`src/rtl/fault_led_ctrl.sv`:
```
// Registered per-unit fault/block/drop LED latch with clear strobes and an active-unit count.
// Optional r-LED blinking is compiled in when FAULT_LED_BLINK_EN is defined.
module fault_led_ctrl #(
   parameter int NUM_UNITS = 3,
   parameter int IDX_W     = 2,
   parameter int BLINK_DIV = 25000000
) (
   input  logic                 clk_50M,
   input  logic                 reset,
   input  logic                 ev_valid,
   input  logic [IDX_W-1:0]     ev_unit,
   input  logic                 i_fault,
   input  logic                 p_block,
   input  logic                 b_drop,
   input  logic                 clr_valid,
   input  logic [IDX_W-1:0]     clr_unit,
   input  logic                 clr_all,
   output logic [NUM_UNITS-1:0] r,
   output logic [NUM_UNITS-1:0] g,
   output logic [NUM_UNITS-1:0] z,
   output logic [IDX_W:0]       active_cnt
);

   typedef enum logic [1:0] {
      ST_IDLE  = 2'd0,
      ST_DROP  = 2'd1,
      ST_BLOCK = 2'd2,
      ST_FAULT = 2'd3
   } unit_state_t;

   unit_state_t ev_state;

   always_comb begin
      ev_state = ST_IDLE;
      if (ev_valid) begin
         if (i_fault)      ev_state = ST_FAULT;
         else if (p_block) ev_state = ST_BLOCK;
         else if (b_drop)  ev_state = ST_DROP;
      end
   end

   logic [NUM_UNITS-1:0] fault_d;
   logic [NUM_UNITS-1:0] block_d;
   logic [NUM_UNITS-1:0] drop_d;

   genvar gi;
   generate
      for (gi = 0; gi < NUM_UNITS; gi++) begin : g_unit
         unit_state_t st_q;
         unit_state_t st_d;
         unit_state_t st_clr;
         logic        ev_hit;
         logic        clr_hit;

         // Out-of-range unit indices never match any gi, so they are ignored for free.
         assign ev_hit  = (ev_state != ST_IDLE) && (ev_unit == IDX_W'(gi));
         assign clr_hit = clr_all || (clr_valid && (clr_unit == IDX_W'(gi)));

         always_comb begin
            st_clr = clr_hit ? ST_IDLE : st_q;
            st_d   = st_clr;
            if (ev_hit && (ev_state >= st_clr)) begin
               st_d = ev_state;
            end
         end

         always_ff @(posedge clk_50M) begin
            if (reset) begin
               st_q <= ST_IDLE;
            end else begin
               st_q <= st_d;
            end
         end

         assign fault_d[gi] = (st_d == ST_FAULT);
         assign block_d[gi] = (st_d == ST_BLOCK);
         assign drop_d[gi]  = (st_d == ST_DROP);
      end
   endgenerate

   logic [IDX_W:0] cnt_d;

   always_comb begin
      cnt_d = '0;
      for (int k = 0; k < NUM_UNITS; k++) begin
         cnt_d = cnt_d + {{IDX_W{1'b0}}, (fault_d[k] | block_d[k] | drop_d[k])};
      end
   end

   logic r_mask;

`ifdef FAULT_LED_BLINK_EN
   localparam int CNT_W = (BLINK_DIV > 1) ? $clog2(BLINK_DIV) : 1;

   logic [CNT_W-1:0] blink_cnt_q;
   logic [CNT_W-1:0] blink_cnt_d;
   logic             phase_q;
   logic             phase_d;

   always_comb begin
      blink_cnt_d = blink_cnt_q + 1'b1;
      phase_d     = phase_q;
      if (blink_cnt_q == CNT_W'(BLINK_DIV - 1)) begin
         blink_cnt_d = '0;
         phase_d     = ~phase_q;
      end
   end

   always_ff @(posedge clk_50M) begin
      if (reset) begin
         blink_cnt_q <= '0;
         phase_q     <= 1'b1;
      end else begin
         blink_cnt_q <= blink_cnt_d;
         phase_q     <= phase_d;
      end
   end

   // Use the next phase so the masked r register lines up with phase_q.
   assign r_mask = phase_d;
`else
   assign r_mask = 1'b1;
`endif

   logic [NUM_UNITS-1:0] r_q;
   logic [NUM_UNITS-1:0] g_q;
   logic [NUM_UNITS-1:0] z_q;
   logic [IDX_W:0]       active_cnt_q;

   always_ff @(posedge clk_50M) begin
      if (reset) begin
         r_q          <= '0;
         g_q          <= '0;
         z_q          <= '0;
         active_cnt_q <= '0;
      end else begin
         r_q          <= fault_d & {NUM_UNITS{r_mask}};
         g_q          <= drop_d;
         z_q          <= block_d;
         active_cnt_q <= cnt_d;
      end
   end

   assign r          = r_q;
   assign g          = g_q;
   assign z          = z_q;
   assign active_cnt = active_cnt_q;

endmodule

```
`config.mk`:
```
export PLATFORM = sky130hd
export DESIGN_NAME = fault_led_ctrl
export DESIGN_NICKNAME = d
export VERILOG_FILES = /design/src/rtl/fault_led_ctrl.sv
export SDC_FILE = /design/constraint.sdc
export NUM_CORES = 1
export LEC_CHECK = 0
export ABC_AREA = 1
export CAP_MARGIN = 30
export CORE_MARGIN = 3
export CORE_UTILIZATION = 45
export CTS_CLUSTER_SIZE = 30
export DETAILED_ROUTE_END_ITERATION = 16
export PLACE_DENSITY = 0.79
export SLEW_MARGIN = 20
export SYNTH_ARGS = -nofsm -noshare
export SYNTH_HDL_FRONTEND = slang
export SYNTH_SLANG_ARGS = --single-unit
export TNS_END_PERCENT = 30
```
`constraint.sdc`:
```
create_clock -name clk_50M -period 3.38 [get_ports clk_50M]
set_input_delay 0.338 -clock clk_50M [delete_from_list [all_inputs] [get_ports clk_50M]]
set_output_delay 0.338 -clock clk_50M [all_outputs]
set_load 0.05 [all_outputs]
```
Word-level counts from Yosys, hierarchy flattened
Index checks and enable logic that the tools add are counted.
{"block": "classes", "n_reduce_logical": 15, "n_bitwise": 6, "n_mux": 10, "order_cmp": 3, "n_eq_ne": 13, "add_sub_neg": 2}
{"operator": "2-bit 2-to-1 mux", "count": 9}
{"operator": "2-bit == test (second input constant)", "count": 8}
{"operator": "2-bit by 1-bit == test with 1-bit output (second input constant)", "count": 5}
{"operator": "1-bit logical AND", "count": 9}
{"operator": "2-bit >= comparator", "count": 3}
{"operator": "1-bit bitwise OR", "count": 6}
{"operator": "2-bit zero test", "count": 2}
{"operator": "2-bit by 1-bit adder with 3-bit output", "count": 1}
{"operator": "1-bit logical OR", "count": 3}
{"operator": "1-bit by 1-bit adder with 2-bit output", "count": 1}
{"operator": "2-bit nonzero test", "count": 1}
{"operator": "1-bit 2-to-1 mux", "count": 1}
{"block": "totals", "output_inout_bits": 12, "word_cells": 56, "register_bits": 18, "in_bits": 12}

Longest topological paths before layout
{"block": "logic_depth", "ltp_word": 13, "ltp_mapped": 16, "depth_no_buf": 16}

Worst setup path after synthesis
Ideal clock, no wire load.
{"block": "synth_timing", "path_kind": "input-to-reg", "start": "in p_block", "end": "reg active_cnt_q[0], in the netlist active_cnt[0]", "setup_time_ps": 64, "setup_slack_ps": 1268, "required_ps": 3316, "path_stages": 15, "path_buffers": 0, "arrival_ps": 2049, "path_cell_list": "inv_2 > nand2_1 > nand2_1 > nand2_2 > ha_1 > nand2_1 > nand3_1 > nand3_1 > nand2_1 > nand2_1 > inv_1 > nand3_1 > fa_1 > inv_1 > nor2_1"}
{"block": "synth_between", "elab_chain_len": 12, "word_cells_on_any_way": 33, "classes_between": "2 x add/sub; 3 x order compare; 9 x eq/ne; 6 x mux; 6 x bitwise; 7 x reduce/logical"}
{"element": "start: declaration", "line_no": "13", "rtl": "input logic p_block,"}
{"element": "2-bit 2-to-1 mux *", "line_no": "37", "rtl": "else if (p_block) ev_state = ST_BLOCK;"}
{"element": "2-bit 2-to-1 mux *", "line_no": "36", "rtl": "if (i_fault) ev_state = ST_FAULT;"}
{"element": "2-bit 2-to-1 mux *", "line_no": "35", "rtl": "if (ev_valid) begin"}
{"element": "parallel branches: the longest is 8 deep, another holds 2-bit >= comparator"}
{"element": "2-bit by 1-bit adder with 3-bit output *", "line_no": "86", "rtl": "cnt_d = cnt_d + {{IDX_W{1'b0}}, (fault_d[k] | block_d[k] | drop_d[k])};"}
{"element": "via cnt_d[0]", "line_no": "81", "rtl": "logic [IDX_W:0] cnt_d;"}
{"element": "end signal: assignment", "line_no": "140", "rtl": "active_cnt_q <= cnt_d;"}
{"element": "end: declaration", "line_no": "128", "rtl": "logic [IDX_W:0] active_cnt_q;"}
Mark *: on every way through the listed nets, which the timed path passes.
A chain may end at the register's enable or synchronous reset.

Worst setup path in the final report
{"block": "layout_timing", "start": "in clr_valid", "end": "reg active_cnt_q[0], in the netlist active_cnt[0]"}
{"block": "layout_between", "elab_chain_len": 11, "word_cells_on_any_way": 35, "classes_between": "2 x add/sub; 3 x order compare; 9 x eq/ne; 6 x mux; 6 x bitwise; 9 x reduce/logical"}
{"element": "start: declaration", "line_no": "15", "rtl": "input logic clr_valid,"}
{"element": "1-bit logical AND", "line_no": "57", "rtl": "assign clr_hit = clr_all || (clr_valid && (clr_unit == IDX_W'(gi)));"}
{"element": "1-bit logical OR", "line_no": "57"}
{"element": "2-bit 2-to-1 mux", "line_no": "60", "rtl": "st_clr = clr_hit ? ST_IDLE : st_q;"}
{"element": "2-bit >= comparator", "line_no": "62", "rtl": "if (ev_hit && (ev_state >= st_clr)) begin"}
{"element": "1-bit logical AND", "line_no": "62"}
{"element": "2-bit 2-to-1 mux", "line_no": "62"}
{"element": "2-bit == test (on tied branches)", "line_no": "75, 76"}
{"element": "1-bit bitwise OR (2 in a row)", "line_no": "86"}
{"element": "1-bit by 1-bit adder with 2-bit output", "line_no": "86"}
{"element": "2-bit by 1-bit adder with 3-bit output *", "line_no": "86"}
{"element": "via cnt_d[0]", "line_no": "81"}
Mark *: on every way through the listed nets, which the timed path passes. The rest lies on a longest branch.

==> impl_metrics.env <==
export IMPL_finalWirelength_um=1710
export IMPL_io_buffers=22
export IMPL_gr_total_overflow=0
export IMPL_pin_count=24
export IMPL_min_from="reset"
export IMPL_p_int_mw=0.286
export IMPL_fin_skew_ns=0.00782
export IMPL_grt_pass1_vias=794
export IMPL_antenna_cells=0
export IMPL_preCtsSetupSlack_ns=0.598
export IMPL_synth_cell_types=18
export IMPL_clkTransAtPathRegs_ns=0.10
export IMPL_postSynthAreaPerCell_um2=7.09
export IMPL_firstDrtPassIters=4
export IMPL_p_sw_share_pct=29.3
export IMPL_async_reset_ff_share_pct=0
export IMPL_start_util_pct=48.9
export IMPL_period_needed_ns=2.47
export IMPL_antenna_found_initial=0
export IMPL_synth_largest_area_cell="dfxtp_1"
export IMPL_min_period_over_period_pct=73.2
export IMPL_wire_per_inst_um=9.87
export IMPL_place_gp_congestion=0.807
export IMPL_critPathArrivalTime_ns=2.71
export IMPL_setup_slack_ns=0.906
export IMPL_final_area_um2=1140
export IMPL_drv_slew=0
export IMPL_yosysTopAreaCellShare_pct=39.0
export IMPL_seqPwrFrac_pct=51.7
export IMPL_root_buffer="clkbuf_4"
export IMPL_ys_ff_latch=17
export IMPL_fp_dieArea_um2=2500
export IMPL_rows=15
export IMPL_max_freq_mhz=404
export IMPL_drcViolationCount=0
export IMPL_peakVddDrop_mv=0.256
export IMPL_status="completed"
export IMPL_cts_resized=0
export IMPL_start_kind="input pin"
export IMPL_tightest_slew_ns=0.506
export IMPL_holdBufCountCts=0
export IMPL_ant_nets=0
export IMPL_worstPathCellList="clkdlybuf4s50_1 > nand3_1 > and3_1 > ha_1 > nand2_1 > nand3_1 > nand3_1 > nand2_1 > nand2_1 > inv_1 > nand3_1 > fa_1 > inv_1 > nor2_1"
export IMPL_cp_max_fo=3
export IMPL_hold_viol_final=0
export IMPL_setup_tns_ns=0
export IMPL_synth_main_ff_cell="dfxtp_1"
export IMPL_die_w_um=50.0
export IMPL_area_delta_synth_final_pct=31.1
export IMPL_grt_max_degree=11
export IMPL_crit_path_top_delay_cell="fa_1"
export IMPL_max_cap_violations=0
export IMPL_min_path_cells=2
export IMPL_critPathMaxStageDelay_ns=0.55
export IMPL_clkPwrFrac_pct=26.0
export IMPL_cp_required_ns=3.62
export IMPL_rr_worst_depth=12
export IMPL_powerDensity_nw_per_um2=353
export IMPL_drtIter0Drc=9
export IMPL_track_usage_pct=16.5
export IMPL_synth_nets=142
export IMPL_post_cts_setup_buffers=0
export IMPL_leakage_nw=0.615
export IMPL_crit_start="clr_valid"
export IMPL_grt_setup_unrepaired="false"
export IMPL_relSlewSlack_pct=66.1
export IMPL_combPwrFrac_pct=22.4
export IMPL_endpoint_kind="register"
export IMPL_clk_path_buf_depth=2
export IMPL_fp_coreArea_um2=1780
export IMPL_avgViaCountPerCell=4.40
export IMPL_drive_gt1_share_pct=7.43
export IMPL_nNetsFinal=168
export IMPL_num_vias=761
export IMPL_place_area_um2=1120
export IMPL_path_class="input pin to register"
export IMPL_setup_viol=0
export IMPL_cts_buffers=3
export IMPL_yosys_warnings=0
export IMPL_cts_htree_levels=1
export IMPL_regToRegStartpoint="g_unit[2].st_q[0]"
export IMPL_yosysSeqAreaShare_pct=39.0
export IMPL_nFillCells=175
export IMPL_clock_sinks=17
export IMPL_hpwlAfterDp_um=1420
export IMPL_hold_class="input pin to register"
export IMPL_synth_edff_count=0
export IMPL_syn_area_um2=872
export IMPL_die_y_um=50.0
export IMPL_synthTopCellsByArea="dfxtp_1 39%, inv_1 12%, nand2_1 12%, nand3_1 9.2%, ha_1 8.6%"
export IMPL_cpMostUsedCell="nand3_1"
export IMPL_cts_tree="built"
export IMPL_p_sw_mw=0.118
export IMPL_insertion_delay_ns=0.29
export IMPL_grt_pass1_wl_um=3200
export IMPL_syn_inst=123
flip-flops by register name, summed over array words and instances, names as in the netlist:
| register | count |
|---|---|
| r | 3 |
| active_cnt | 2 |
| z | 3 |
| g_unit.st_q | 6 |
| g | 3 |
worst max-delay path, delay by kind of cell:
family	cells	cell delay, ns
buf+inv	3	0.62
fa+ha+maj	2	0.82
simple gates	9	0.94
cell usage in the layout, fill, tap and decap left out, types with 2 or more instances in the layout:
master / Yosys / final
and3_1: 2 / 2
dfxtp_1: 17 / 17
clkdlybuf4s50_1: 0 / 22
nand2_1: 27 / 27
clkbuf_4: 0 / 3
ha_1: 6 / 6
inv_1: 28 / 28
clkinv_2: 1 / 2
nand2_2: 2 / 2
nand3_1: 16 / 16
nor2_1: 14 / 14
o21bai_1: 2 / 2
cells by family after synthesis:
logic type               after synthesis  synth area share (%)
AND/OR/NAND/NOR                       63                  31.6
AO/OA/AOI/OAI                          4                  4.16
buffers and inverters                 31                  13.9
adder cells (fa/ha/maj)                7                  10.9
flip-flops                            17                  39.0
other                                  1                 0.430
per-layer routing:
metal / up-vias / global-route usage, % / routed length (µm)
met5: - / 0 / 0
met4: 0 / 9.68 / 31
li1: 418 / - / -
met2: 15 / 26.7 / 820
met1: 324 / 19.4 / 790
met3: 4 / 3.93 / 66
cells in the mapped netlist, types with 2 or more instances:
master and count:
inv_1 28, nand2_1 27, dfxtp_1 17, nand3_1 16, nor2_1 14, ha_1 6, and3_1 2, nand2_2 2
o21bai_1 2
metrics by stage:
stage	std cells	total power, mW	hold WS, ns	utilization, %
floorplan	123	0.273	0.409	-
global placement	169	0.302	0.663	62.6
detailed placement	169	0.304	0.673	62.6
CTS	173	0.410	0.608	64.1
global route	173	0.429	0.626	64.1
finish	173	0.404	0.615	64.1
worst paths after layout:
| path | endpoint | slack (ns) |
|---|---|---|
| max reg2reg | active_cnt[0] | 1.24 |
| min reg2reg | z[0] | 0.69 |
| max | active_cnt[0] | 0.91 |
| min | active_cnt[0] | 0.61 |
final cells by class:
cell class / instances / area (µm²) / area share (%)
Multi-Input combinational cell: 75 / 410 / 35.9
Sequential cell: 17 / 340 / 29.8
Timing Repair Buffer: 22 / 220 / 19.3
Inverter: 30 / 114 / 9.96
Tap cell: 25 / 31.3 / 2.74
Clock buffer: 3 / 22.5 / 1.97
Clock inverter: 1 / 5.00 / 0.438
power by group through the flow:
stage,Clock (mW),Sequential [mW],Combinational [mW]
final,0.105,0.209,0.0903
after global routing,0.119,0.210,0.100
after CTS,0.110,0.209,0.0912
after detailed placement,0,0.213,0.0909
after global placement,0,0.213,0.0885
after floorplan,0,0.230,0.0430
Power figures use the tool's default switching activity.
